**config.mk**
```make
export PLATFORM = sky130hd
export DESIGN_NAME = freq_display
export DESIGN_NICKNAME = d
export VERILOG_FILES = /design/src/rtl/freq_display_pkg.sv /design/src/rtl/bin2bcd_seq.sv /design/src/rtl/freq_display.sv
export SDC_FILE = /design/constraint.sdc
export NUM_CORES = 1
export LEC_CHECK = 0
export ABC_AREA = 0
export CAP_MARGIN = 25
export CORE_MARGIN = 10
export CORE_UTILIZATION = 25
export DETAILED_ROUTE_END_ITERATION = 8
export HOLD_SLACK_MARGIN = 0.05
export PLACE_DENSITY_LB_ADDON = 0.05
export SYNTH_ARGS = -nofsm -noshare
export SYNTH_HDL_FRONTEND = slang
export SYNTH_SLANG_ARGS = --single-unit
export TNS_END_PERCENT = 20
```
**constraint.sdc**
```tcl
create_clock -name clk_100M -period 5.4 [get_ports clk_100M]
set_input_delay 1.08 -clock clk_100M [delete_from_list [all_inputs] [get_ports clk_100M]]
set_output_delay 1.08 -clock clk_100M [all_outputs]
set_load 0.1 [all_outputs]
```
**src/rtl/freq_display_pkg.sv**
```systemverilog
// ============================================================================
// Module : freq_display_pkg
// Brief  : Shared constants, segment encoding and FSM states for freq_display.
// Rev    : 1.0  initial release
// ============================================================================
`default_nettype none

package freq_display_pkg;

  localparam int unsigned NUM_DIGITS = 8;
  localparam int unsigned BIN_W      = 28;
  localparam int unsigned BCD_W      = 32;

  localparam logic [27:0] FREQ_MAX = 28'd99_999_999;
  localparam logic [6:0]  DUTY_MAX = 7'd100;

  // Active-low segment codes, bit 0 = segment a .. bit 6 = segment g
  localparam logic [6:0] SEG_0     = 7'h40;
  localparam logic [6:0] SEG_1     = 7'h79;
  localparam logic [6:0] SEG_2     = 7'h24;
  localparam logic [6:0] SEG_3     = 7'h30;
  localparam logic [6:0] SEG_4     = 7'h19;
  localparam logic [6:0] SEG_5     = 7'h12;
  localparam logic [6:0] SEG_6     = 7'h02;
  localparam logic [6:0] SEG_7     = 7'h78;
  localparam logic [6:0] SEG_8     = 7'h00;
  localparam logic [6:0] SEG_9     = 7'h10;
  localparam logic [6:0] SEG_BLANK = 7'h7F;

  typedef enum logic [1:0] {
    ST_IDLE = 2'd0,
    ST_CONV = 2'd1,
    ST_DONE = 2'd2
  } state_t;

  function automatic logic [6:0] seg_encode(input logic [3:0] digit);
    case (digit)
      4'd0:    seg_encode = SEG_0;
      4'd1:    seg_encode = SEG_1;
      4'd2:    seg_encode = SEG_2;
      4'd3:    seg_encode = SEG_3;
      4'd4:    seg_encode = SEG_4;
      4'd5:    seg_encode = SEG_5;
      4'd6:    seg_encode = SEG_6;
      4'd7:    seg_encode = SEG_7;
      4'd8:    seg_encode = SEG_8;
      4'd9:    seg_encode = SEG_9;
      default: seg_encode = SEG_BLANK;
    endcase
  endfunction

endpackage

`default_nettype wire

```
**src/rtl/bin2bcd_seq.sv**
```systemverilog
// ============================================================================
// Module : bin2bcd_seq
// Brief  : Sequential double-dabble converter, 28-bit binary to 8 BCD digits.
// Rev    : 1.0  initial release
// ============================================================================
`default_nettype none

module bin2bcd_seq
  import freq_display_pkg::*;
(
  input  logic              clk_100M,
  input  logic              rst,
  input  logic              i_start,
  input  logic [BIN_W-1:0]  i_bin,
  output logic              o_idle,
  output logic              o_done,
  output logic [BCD_W-1:0]  o_bcd
);

  localparam int unsigned SR_W = BCD_W + BIN_W;
  localparam logic [4:0]  LAST_STEP = 5'(BIN_W - 1);

  state_t            r_state;
  state_t            w_state_next;
  logic [4:0]        r_step;
  logic [SR_W-1:0]   r_sr;
  logic [SR_W-1:0]   w_adj;

  always_ff @(posedge clk_100M or negedge rst) begin
    if (!rst) r_state <= ST_IDLE;
    else      r_state <= w_state_next;
  end

  always_comb begin
    w_state_next = r_state;
    o_idle       = 1'b0;
    o_done       = 1'b0;
    case (r_state)
      ST_IDLE: begin
        o_idle = 1'b1;
        if (i_start) w_state_next = ST_CONV;
      end
      ST_CONV: if (r_step == LAST_STEP) w_state_next = ST_DONE;
      ST_DONE: begin
        o_done       = 1'b1;
        w_state_next = ST_IDLE;
      end
      default: w_state_next = ST_IDLE;
    endcase
  end

  // Correct every BCD nibble that would overflow past 9 once doubled
  always_comb begin
    w_adj = r_sr;
    for (int i = 0; i < int'(NUM_DIGITS); i++) begin
      if (r_sr[BIN_W + 4*i +: 4] >= 4'd5)
        w_adj[BIN_W + 4*i +: 4] = r_sr[BIN_W + 4*i +: 4] + 4'd3;
    end
  end

  always_ff @(posedge clk_100M or negedge rst) begin
    if (!rst) begin
      r_sr   <= '0;
      r_step <= '0;
    end else begin
      case (r_state)
        ST_IDLE: begin
          if (i_start) r_sr <= {{BCD_W{1'b0}}, i_bin};
          r_step <= '0;
        end
        ST_CONV: begin
          r_sr   <= w_adj << 1;
          r_step <= r_step + 5'd1;
        end
        default: r_step <= '0;
      endcase
    end
  end

  assign o_bcd = r_sr[SR_W-1 -: BCD_W];

endmodule

`default_nettype wire

```
**src/rtl/freq_display.sv**
```systemverilog
// ============================================================================
// Module : freq_display
// Brief  : Samples frequency/duty, converts to BCD and scans an 8-digit
//          7-segment display. Define FREQ_DISPLAY_LZB_EN to blank leading zeros.
// Rev    : 1.0  initial release
// ============================================================================
`default_nettype none

module freq_display
  import freq_display_pkg::*;
#(
  parameter int unsigned REFRESH_DIV = 10_000_000,
  parameter int unsigned SCAN_DIV    = 100_000
) (
  input  logic        clk_100M,
  input  logic        rst,
  input  logic [27:0] freq,
  input  logic [6:0]  duty,
  input  logic        mode,
  output logic [6:0]  seg,
  output logic [7:0]  an,
  output logic        ovf,
  output logic        upd
);

  localparam int unsigned REF_W  = $clog2(REFRESH_DIV);
  localparam int unsigned SCAN_W = $clog2(SCAN_DIV);
  localparam logic [REF_W-1:0]  REF_LAST  = REF_W'(REFRESH_DIV - 1);
  localparam logic [SCAN_W-1:0] SCAN_LAST = SCAN_W'(SCAN_DIV - 1);
  localparam logic [2:0]        DUTY_FIRST_BLANK = 3'd3;

  logic [REF_W-1:0]  r_ref_cnt;
  logic [SCAN_W-1:0] r_scan_cnt;
  logic [2:0]        r_idx;
  logic              w_tick;
  logic              w_start;
  logic              w_eng_idle;
  logic              w_eng_done;
  logic [BCD_W-1:0]  w_bcd;
  logic              w_freq_clip;
  logic              w_duty_clip;
  logic              w_clip;
  logic [BIN_W-1:0]  w_sel_bin;
  logic              r_cap_mode;
  logic              r_cap_clip;
  logic [BCD_W-1:0]  r_disp_bcd;
  logic              r_disp_mode;
  logic              r_ovf;
  logic              r_upd;
  logic [6:0]        r_seg;
  logic [7:0]        r_an;
  logic [3:0]        w_digit;
  logic [7:0]        w_lz;
  logic              w_blank;
  logic [6:0]        w_seg_next;

  assign w_tick = (r_ref_cnt == REF_LAST);

  always_ff @(posedge clk_100M or negedge rst) begin
    if (!rst)        r_ref_cnt <= '0;
    else if (w_tick) r_ref_cnt <= '0;
    else             r_ref_cnt <= r_ref_cnt + 1'b1;
  end

  assign w_freq_clip = (freq > FREQ_MAX);
  assign w_duty_clip = (duty > DUTY_MAX);
  assign w_clip      = mode ? w_duty_clip : w_freq_clip;
  assign w_sel_bin   = mode ? {21'd0, (w_duty_clip ? DUTY_MAX : duty)}
                            : (w_freq_clip ? FREQ_MAX : freq);
  // Ticks while a conversion is in flight are dropped
  assign w_start     = w_tick & w_eng_idle;

  bin2bcd_seq u_bin2bcd (
    .clk_100M (clk_100M),
    .rst      (rst),
    .i_start  (w_start),
    .i_bin    (w_sel_bin),
    .o_idle   (w_eng_idle),
    .o_done   (w_eng_done),
    .o_bcd    (w_bcd)
  );

  always_ff @(posedge clk_100M or negedge rst) begin
    if (!rst) begin
      r_cap_mode  <= 1'b0;
      r_cap_clip  <= 1'b0;
      r_disp_bcd  <= '0;
      r_disp_mode <= 1'b0;
      r_ovf       <= 1'b0;
      r_upd       <= 1'b0;
    end else begin
      r_upd <= w_eng_done;
      if (w_start) begin
        r_cap_mode <= mode;
        r_cap_clip <= w_clip;
      end
      if (w_eng_done) begin
        r_disp_bcd  <= w_bcd;
        r_disp_mode <= r_cap_mode;
        r_ovf       <= r_cap_clip;
      end
    end
  end

  always_ff @(posedge clk_100M or negedge rst) begin
    if (!rst) begin
      r_scan_cnt <= '0;
      r_idx      <= '0;
    end else if (r_scan_cnt == SCAN_LAST) begin
      r_scan_cnt <= '0;
      r_idx      <= r_idx + 3'd1;
    end else begin
      r_scan_cnt <= r_scan_cnt + 1'b1;
    end
  end

  assign w_digit = r_disp_bcd[{r_idx, 2'b00} +: 4];

  always_comb begin
    w_lz = '0;
`ifdef FREQ_DISPLAY_LZB_EN
    w_lz[NUM_DIGITS-1] = (r_disp_bcd[BCD_W-1 -: 4] == 4'd0);
    for (int i = int'(NUM_DIGITS) - 2; i >= 1; i--)
      w_lz[i] = w_lz[i+1] & (r_disp_bcd[4*i +: 4] == 4'd0);
`endif
    w_blank    = w_lz[r_idx] | (r_disp_mode & (r_idx >= DUTY_FIRST_BLANK));
    w_seg_next = w_blank ? SEG_BLANK : seg_encode(w_digit);
  end

  // seg and an registered together so both switch on one edge
  always_ff @(posedge clk_100M or negedge rst) begin
    if (!rst) begin
      r_seg <= SEG_BLANK;
      r_an  <= 8'hFF;
    end else begin
      r_seg <= w_seg_next;
      r_an  <= ~(8'd1 << r_idx);
    end
  end

  assign seg = r_seg;
  assign an  = r_an;
  assign ovf = r_ovf;
  assign upd = r_upd;

endmodule

`default_nettype wire
```
==> results.py, run 1 <==
metrics = {
    "global_route": {
        "grt_use_total": 0.106,
        "grt_pass1_vias": 6045,
        "overflow": 0,
        "grt_pass1_wl_um": 32900,
        "grt_max_degree": 92,
        "grt_antenna_before_repair": 0,
    },
    "setup_path": {
        "critPathMaxStageDelay_ns": 1.13,
        "cp_top_family": "buffers and inverters",
        "cp-end-kind": "output port",
        "start_kind": "flop",
        "rr_worst_depth": 6,
        "arrival_ns": 2.08,
        "worstPathRequired_ns": 4.32,
        "cp_slowest_cell": "clkdlybuf4s50_1",
        "path_cells": "clkdlybuf4s50_1",
        "worst-path-stages": 1,
        "timing.critical_path.buf_inv": 1,
        "critPathMaxFanout": 1,
        "critPathKind": "reg -> out",
    },
    "clocking": {
        "cts_buffers": 17,
        "cts_hold_buf": 0,
        "cts_tree": "yes",
        "cts_setup_buffers": 0,
        "cts.repair.resized": 0,
        "cts_sinks": 163,
        "cts_root_buf": "clkbuf_16",
        "cts_buffer_depth": 2,
        "htree_levels": 4,
        "insertion_delay_ns": 0.44,
        "path_clk_slew_ns": 0.07,
    },
    "routing": {
        "vias": 5597,
        "drc": 0,
        "viasPerCell": 4.63,
        "wire_per_inst_um": 16.0,
        "wirelength_um": 19300,
        "drt_iter0_markers": 295,
        "firstDrtPassIters": 6,
        "drtAntennaViolNets": 0,
    },
    "yosys": {
        "ys_types": 55,
        "synth-seq-cells": 163,
        "syn_area_per_cell_um2": 10.6,
        "ys_top_cells_by_area": "dfrtp_1 (47%), dfstp_2 (5.0%), ha_1 (4.8%), o21ai_0 (4.6%), nand2_1 (3.6%)",
        "synth-edff-count": 0,
        "syn_inst": 744,
        "synthFlopType": "dfrtp_1",
        "yosysTopAreaCellShare": 0.469,
        "yosysTopAreaCell": "dfrtp_1",
        "seq_area_frac_synth": 0.519,
        "syn-num-nets": 812,
        "netlist_area_mm2": 0.00790,
        "async_flop_share": 1.00,
        "ys_warn_count": 0,
    },
    "floorplanning": {
        "rows": 65,
        "die_w_um": 198,
        "initial_core_util": 0.252,
        "die_area_mm2": 0.0391,
        "die_h_um": 198,
        "io_pins": 55,
        "core-area_mm2": 0.0314,
    },
    "sta": {
        "hold-worst-slack_ns": 0.459,
        "fmax_ghz": 0.316,
        "min_period_ns": 3.16,
        "fin_skew_ns": 0.00995,
        "setup_viol": 0,
        "setup-tns-final_ns": 0,
        "fin_crit_sh": 0.585,
        "slew_violations": 0,
        "slew_headroom": 0.337,
        "hold_viol_final": 0,
        "worst_slew_pin_slew_ns": 0.991,
        "rsz0062_at_grt": "false",
    },
    "pwr": {
        "p_int_mw": 2.00,
        "power_density_mw_per_mm2": 271,
        "power.leakage_nw": 4.20,
        "p_sw_frac": 0.225,
        "peakVddDrop_mv": 0.220,
        "clockPowerShare": 0.497,
        "switching_power_mw": 0.581,
        "seqPwrFrac": 0.473,
        "comb_power_share": 0.030,
    },
    "cells_and_area": {
        "nets": 863,
        "final_core_util": 0.304,
        "area_growth_pct": 20.9,
        "fillers": 3277,
        "antenna_cells": 0,
        "drive_gt1_frac": 0.124,
    },
    "place": {
        "globalplace.congestion": 0.764,
        "hpwl_um": 13300,
        "io_buffers": 54,
    },
    "min_path": {
        "hp-class": "reg -> reg",
        "whs_path_depth": 1,
    },
    "job": {
        "cap_violations": 0,
    },
    "status": {
        "status": "finished, final reports clean",
    },
}
-- cell usage after synthesis, drive strengths merged (2+ instances only) --
library cell / instances
a211oi: 3
a21o: 10
a21oi: 17
a22o: 19
a22oi: 17
a311oi: 2
a31oi: 2
and2: 4
and3: 7
and4: 6
buf: 6
clkbuf: 25
dfrtp: 148
dfstp: 15
ha: 30
inv: 35
mux2: 22
mux2i: 6
mux4: 8
nand2: 75
nand2b: 10
nand3: 27
nand4: 10
nor2: 51
nor2b: 4
nor3: 17
nor4: 4
nor4b: 4
nor4bb: 2
o211ai: 5
o21ai: 73
o221ai: 2
o311ai: 2
o31ai: 8
or2: 3
or3: 2
xnor2: 28
xor2: 27
-- power groups by stage --
stage | combinational, mW | clock (mW) | sequential, mW
2_1_floorplan | 0.0159 | 0 | 1.25
3_3_place_gp | 0.0810 | 0 | 1.24
3_5_place_dp | 0.0817 | 0 | 1.24
4_1_cts | 0.0821 | 1.33 | 1.22
5_1_grt | 0.0896 | 1.39 | 1.22
6_report | 0.0781 | 1.28 | 1.22
-- metrics by stage --
| stage | instance area, um2 | total power [mW] | worst slack, ns | instances |
|---|---|---|---|---|
| 5_1_grt | 9540 | 2.70 | 2.17 | 1210 |
| 3_5_place_dp | 8930 | 1.33 | 2.09 | 1178 |
| 4_1_cts | 9540 | 2.64 | 2.20 | 1210 |
| 3_3_place_gp | 8890 | 1.33 | 2.11 | 1176 |
| 6_report | 9540 | 2.58 | 2.24 | 1210 |
| 2_1_floorplan | 7900 | 1.26 | 2.78 | 744 |
-- path summary, 6_finish.rpt --
kind                                startpoint  slack [ns]             endpoint
max in group asynchronous                  rst        3.60   u_bin2bcd.r_sr[40]
hold reg to reg            u_bin2bcd.r_step[0]        0.46  u_bin2bcd.r_step[0]
hold / removal             u_bin2bcd.r_step[0]        0.46  u_bin2bcd.r_step[0]
min in group asynchronous                  rst        0.71       r_scan_cnt[12]
setup / recovery                        seg[3]        2.24               seg[3]
setup reg to reg                      r_idx[0]        2.70               seg[6]
-- routing by layer --
| metal | vias to the layer above | track usage | wire, um | part of all wire |
|---|---|---|---|---|
| met5 | - | 0 | 0 | 0 |
| met4 | 0 | 0.0347 | 210 | 0.011 |
| met3 | 15 | 0.0316 | 876 | 0.045 |
| met2 | 83 | 0.170 | 9060 | 0.47 |
| met1 | 2775 | 0.133 | 9200 | 0.48 |
| li1 | 2724 | - | - | - |
-- area by class of cell --
cell class | instances | area (um2) | share of cell area
clock buffer | 19 | 443 | 0.0464
timing repair buffer | 63 | 627 | 0.0657
clock inverter | 13 | 174 | 0.0182
inverter | 35 | 131 | 0.0138
tap | 402 | 503 | 0.0527
multi-input combinational | 515 | 3570 | 0.374
sequential | 163 | 4100 | 0.429
-- state kept, by name, summed over array words and instances (netlist names) --
signal	cells
u_bin2bcd.r_state	2
r_idx	3
ovf	1
r_scan_cnt	17
u_bin2bcd.r_sr	60
seg	7
u_bin2bcd.r_step	5
r_cap_mode	1
upd	1
r_disp_bcd	32
r_disp_mode	1
r_ref_cnt	24
an	8
r_cap_clip	1
-- placed cells by master, fill, tap and decap left out, types with 10 or more instances in the layout --
| cell type | n |
|---|---|
| nand2_1 | 75 |
| dfstp_2 | 15 |
| a22o_1 | 19 |
| dfrtp_1 | 148 |
| a22oi_1 | 17 |
| a21oi_1 | 17 |
| xnor2_1 | 28 |
| inv_1 | 34 |
| nor2_1 | 51 |
| ha_1 | 30 |
| xor2_1 | 27 |
| nand3_1 | 27 |
| mux2_2 | 22 |
| a21o_1 | 10 |
| clkbuf_16 | 17 |
| clkdlybuf4s50_1 | 53 |
| nor3_1 | 16 |
| o21ai_0 | 73 |
-- logic make-up (layout without fill, tap and decap cells) --
logic type      count (synthesis)  after routing  share of synthesized area
compound gates                163            163                      0.130
xor+xnor                       55             55                     0.0610
fa+ha+maj                      30             30                     0.0475
buf+inv                        66            130                     0.0323
flops                         163            163                      0.519
mux                            36             36                     0.0623
simple gates                  231            231                      0.148
(Power assumes the default switching activity.)
==> run 2: changes to the inputs <==
==> constraint.sdc (replaced) <==
create_clock -name clk_100M -period 3.2 [get_ports clk_100M]
set_input_delay 0.64 -clock clk_100M [delete_from_list [all_inputs] [get_ports clk_100M]]
set_output_delay 0.64 -clock clk_100M [all_outputs]
set_load 0.1 [all_outputs]
==> run 2 against run 1 <==
Effect of this change: final cell count is 0.58% higher; non-clock buffer count is 7 higher; largest power group unchanged; sequential power is 69% higher; highest routed layer unchanged; largest cell class unchanged; combinational power is 77% higher; wire length is 0.75% lower.
==> results.py, run 2 (synthesis results as in run 1) <==
metrics = {
    "status": {
        "status": "finished, final reports clean",
    },
    "clocking": {
        "cts_sinks": 163,
        "cts_root_buf": "clkbuf_16",
        "cts_hold_buf": 0,
        "cts_buffers": 17,
        "cts_setup_buffers": 0,
        "htree_levels": 4,
        "cts_tree": "yes",
        "insertion_delay_ns": 0.44,
        "cts.repair.resized": 0,
        "path_clk_slew_ns": 0.07,
        "cts_buffer_depth": 2,
    },
    "pwr": {
        "peakVddDrop_mv": 0.368,
        "power.leakage_nw": 4.25,
        "finalPower_mw": 4.37,
        "power_density_mw_per_mm2": 457,
    },
    "place": {
        "hpwl_um": 13400,
        "io_buffers": 54,
        "globalplace.congestion": 0.738,
    },
    "sta": {
        "fmax_ghz": 0.383,
        "slew_violations": 0,
        "rsz0062_at_grt": "false",
        "setup_viol": 0,
        "min_period_ns": 2.61,
        "worst_slew_pin_slew_ns": 0.786,
        "hold_viol_final": 0,
        "fin_skew_ns": 0.0107,
        "slew_headroom": 0.472,
        "fin_crit_sh": 0.817,
        "setup-tns-final_ns": 0,
    },
    "routing": {
        "wirelength_um": 19200,
        "drc": 0,
        "firstDrtPassIters": 6,
        "viasPerCell": 4.56,
        "vias": 5552,
        "drtAntennaViolNets": 0,
        "drt_iter0_markers": 230,
        "wire_per_inst_um": 15.8,
    },
    "job": {
        "cap_violations": 0,
    },
    "global_route": {
        "use_met2": 0.165,
        "grt_pass1_wl_um": 32100,
        "grt.busiest_layer": "met2",
        "grt_max_degree": 64,
        "gr-usage-met3": 0.0307,
        "met1_usage": 0.133,
        "grt_use_total": 0.103,
        "grt_pass1_vias": 5957,
        "overflow": 0,
        "grt_antenna_before_repair": 0,
    },
    "setup_path": {
        "cp-end-kind": "flop",
        "arrival_ns": 2.95,
        "start_kind": "flop",
        "critPathKind": "reg -> reg",
        "critPathMaxFanout": 11,
        "worstPathRequired_ns": 3.54,
    },
    "floorplanning": {
        "core-area_mm2": 0.0314,
        "die_area_mm2": 0.0391,
        "die_h_um": 198,
        "rows": 65,
        "die_w_um": 198,
        "io_pins": 55,
        "initial_core_util": 0.252,
    },
    "cells_and_area": {
        "drive_gt1_frac": 0.153,
        "top_register": "u_bin2bcd.r_sr",
        "layout_common_cells": "dfrtp_1 (148), nand2_1 (75), o21ai_0 (73)",
        "final_common_cell": "dfrtp_1",
        "nets": 870,
        "top_regs": "u_bin2bcd.r_sr x60, r_disp_bcd x32, r_ref_cnt x24",
        "antenna_cells": 0,
        "area_growth_pct": 21.2,
        "largest_reg_flops": 60,
    },
    "min_path": {
        "hp-class": "in -> async",
    },
}
==> run 2: changes by cell type in the layout (fill, tap and decap cells not counted), sizes merged <==
cell | previous run | this run
buf | 10 | 34
clkdlybuf4s50 | 53 | 36
clkinvlp | 3 | 4
inv | 39 | 38
==> run 2: worst paths after layout <==
check / startpoint / endpoint / slack, ns / depth (start not counted)
setup / recovery: r_idx[0] / seg[6] / 0.59 / 6
hold / removal: rst / r_scan_cnt[11] / 0.21 / 1
setup reg to reg: r_idx[0] / seg[6] / 0.59 / 6
hold reg to reg: u_bin2bcd.r_step[0] / u_bin2bcd.r_step[0] / 0.46 / 1
max in group asynchronous: rst / an[6] / 2.23 / 2
min in group clk_100M: u_bin2bcd.r_step[0] / u_bin2bcd.r_step[0] / 0.46 / 1
==> run 2: metal layers <==
metal | vias to the layer above | wire length [um] | share of wire
met2 | 74 | 8940 | 0.47
met1 | 2729 | 9320 | 0.49
li1 | 2737 | - | -
met3 | 12 | 772 | 0.040
met4 | 0 | 165 | 0.0086
met5 | - | 0 | 0
==> run 2: per-stage QoR <==
step | utilization | worst slack (ns) | instance area, um2 | instances | hold slack, ns
floorplan | - | 0.951 | 7900 | 744 | 0.344
global placement | 0.284 | 0.395 | 8920 | 1184 | 0.451
detailed placement | 0.284 | 0.428 | 8920 | 1184 | 0.451
CTS | 0.304 | 0.506 | 9550 | 1216 | 0.236
global route | 0.305 | 0.291 | 9570 | 1217 | 0.250
finish | 0.305 | 0.586 | 9570 | 1217 | 0.212
==> run 2: where the power goes <==
part / switching, mW / internal [mW] / total [mW]
combinational: 0.0775 / 0.0604 / 0.138
sequential: 0.000963 / 2.06 / 2.06
clock: 0.891 / 1.28 / 2.17
total: 0.969 / 3.40 / 4.37
==> run 2: area by class of cell <==
class | count | area, um2
Timing Repair Buffer | 70 | 644
Inverter | 35 | 131
Clock buffer | 19 | 453
Tap cell | 402 | 503
Fill cell | 3218 | 21800
Sequential cell | 163 | 4100
Clock inverter | 13 | 173
Multi-Input combinational cell | 515 | 3570
==> run 2: worst max-delay path, stage by stage (launching register included) <==
cell	delay, ns
dfrtp_1	0.76
mux4_2	0.60
mux2i_1	0.41
inv_1	0.13
ha_1	0.22
a2111oi_0	0.31
a31oi_1	0.09
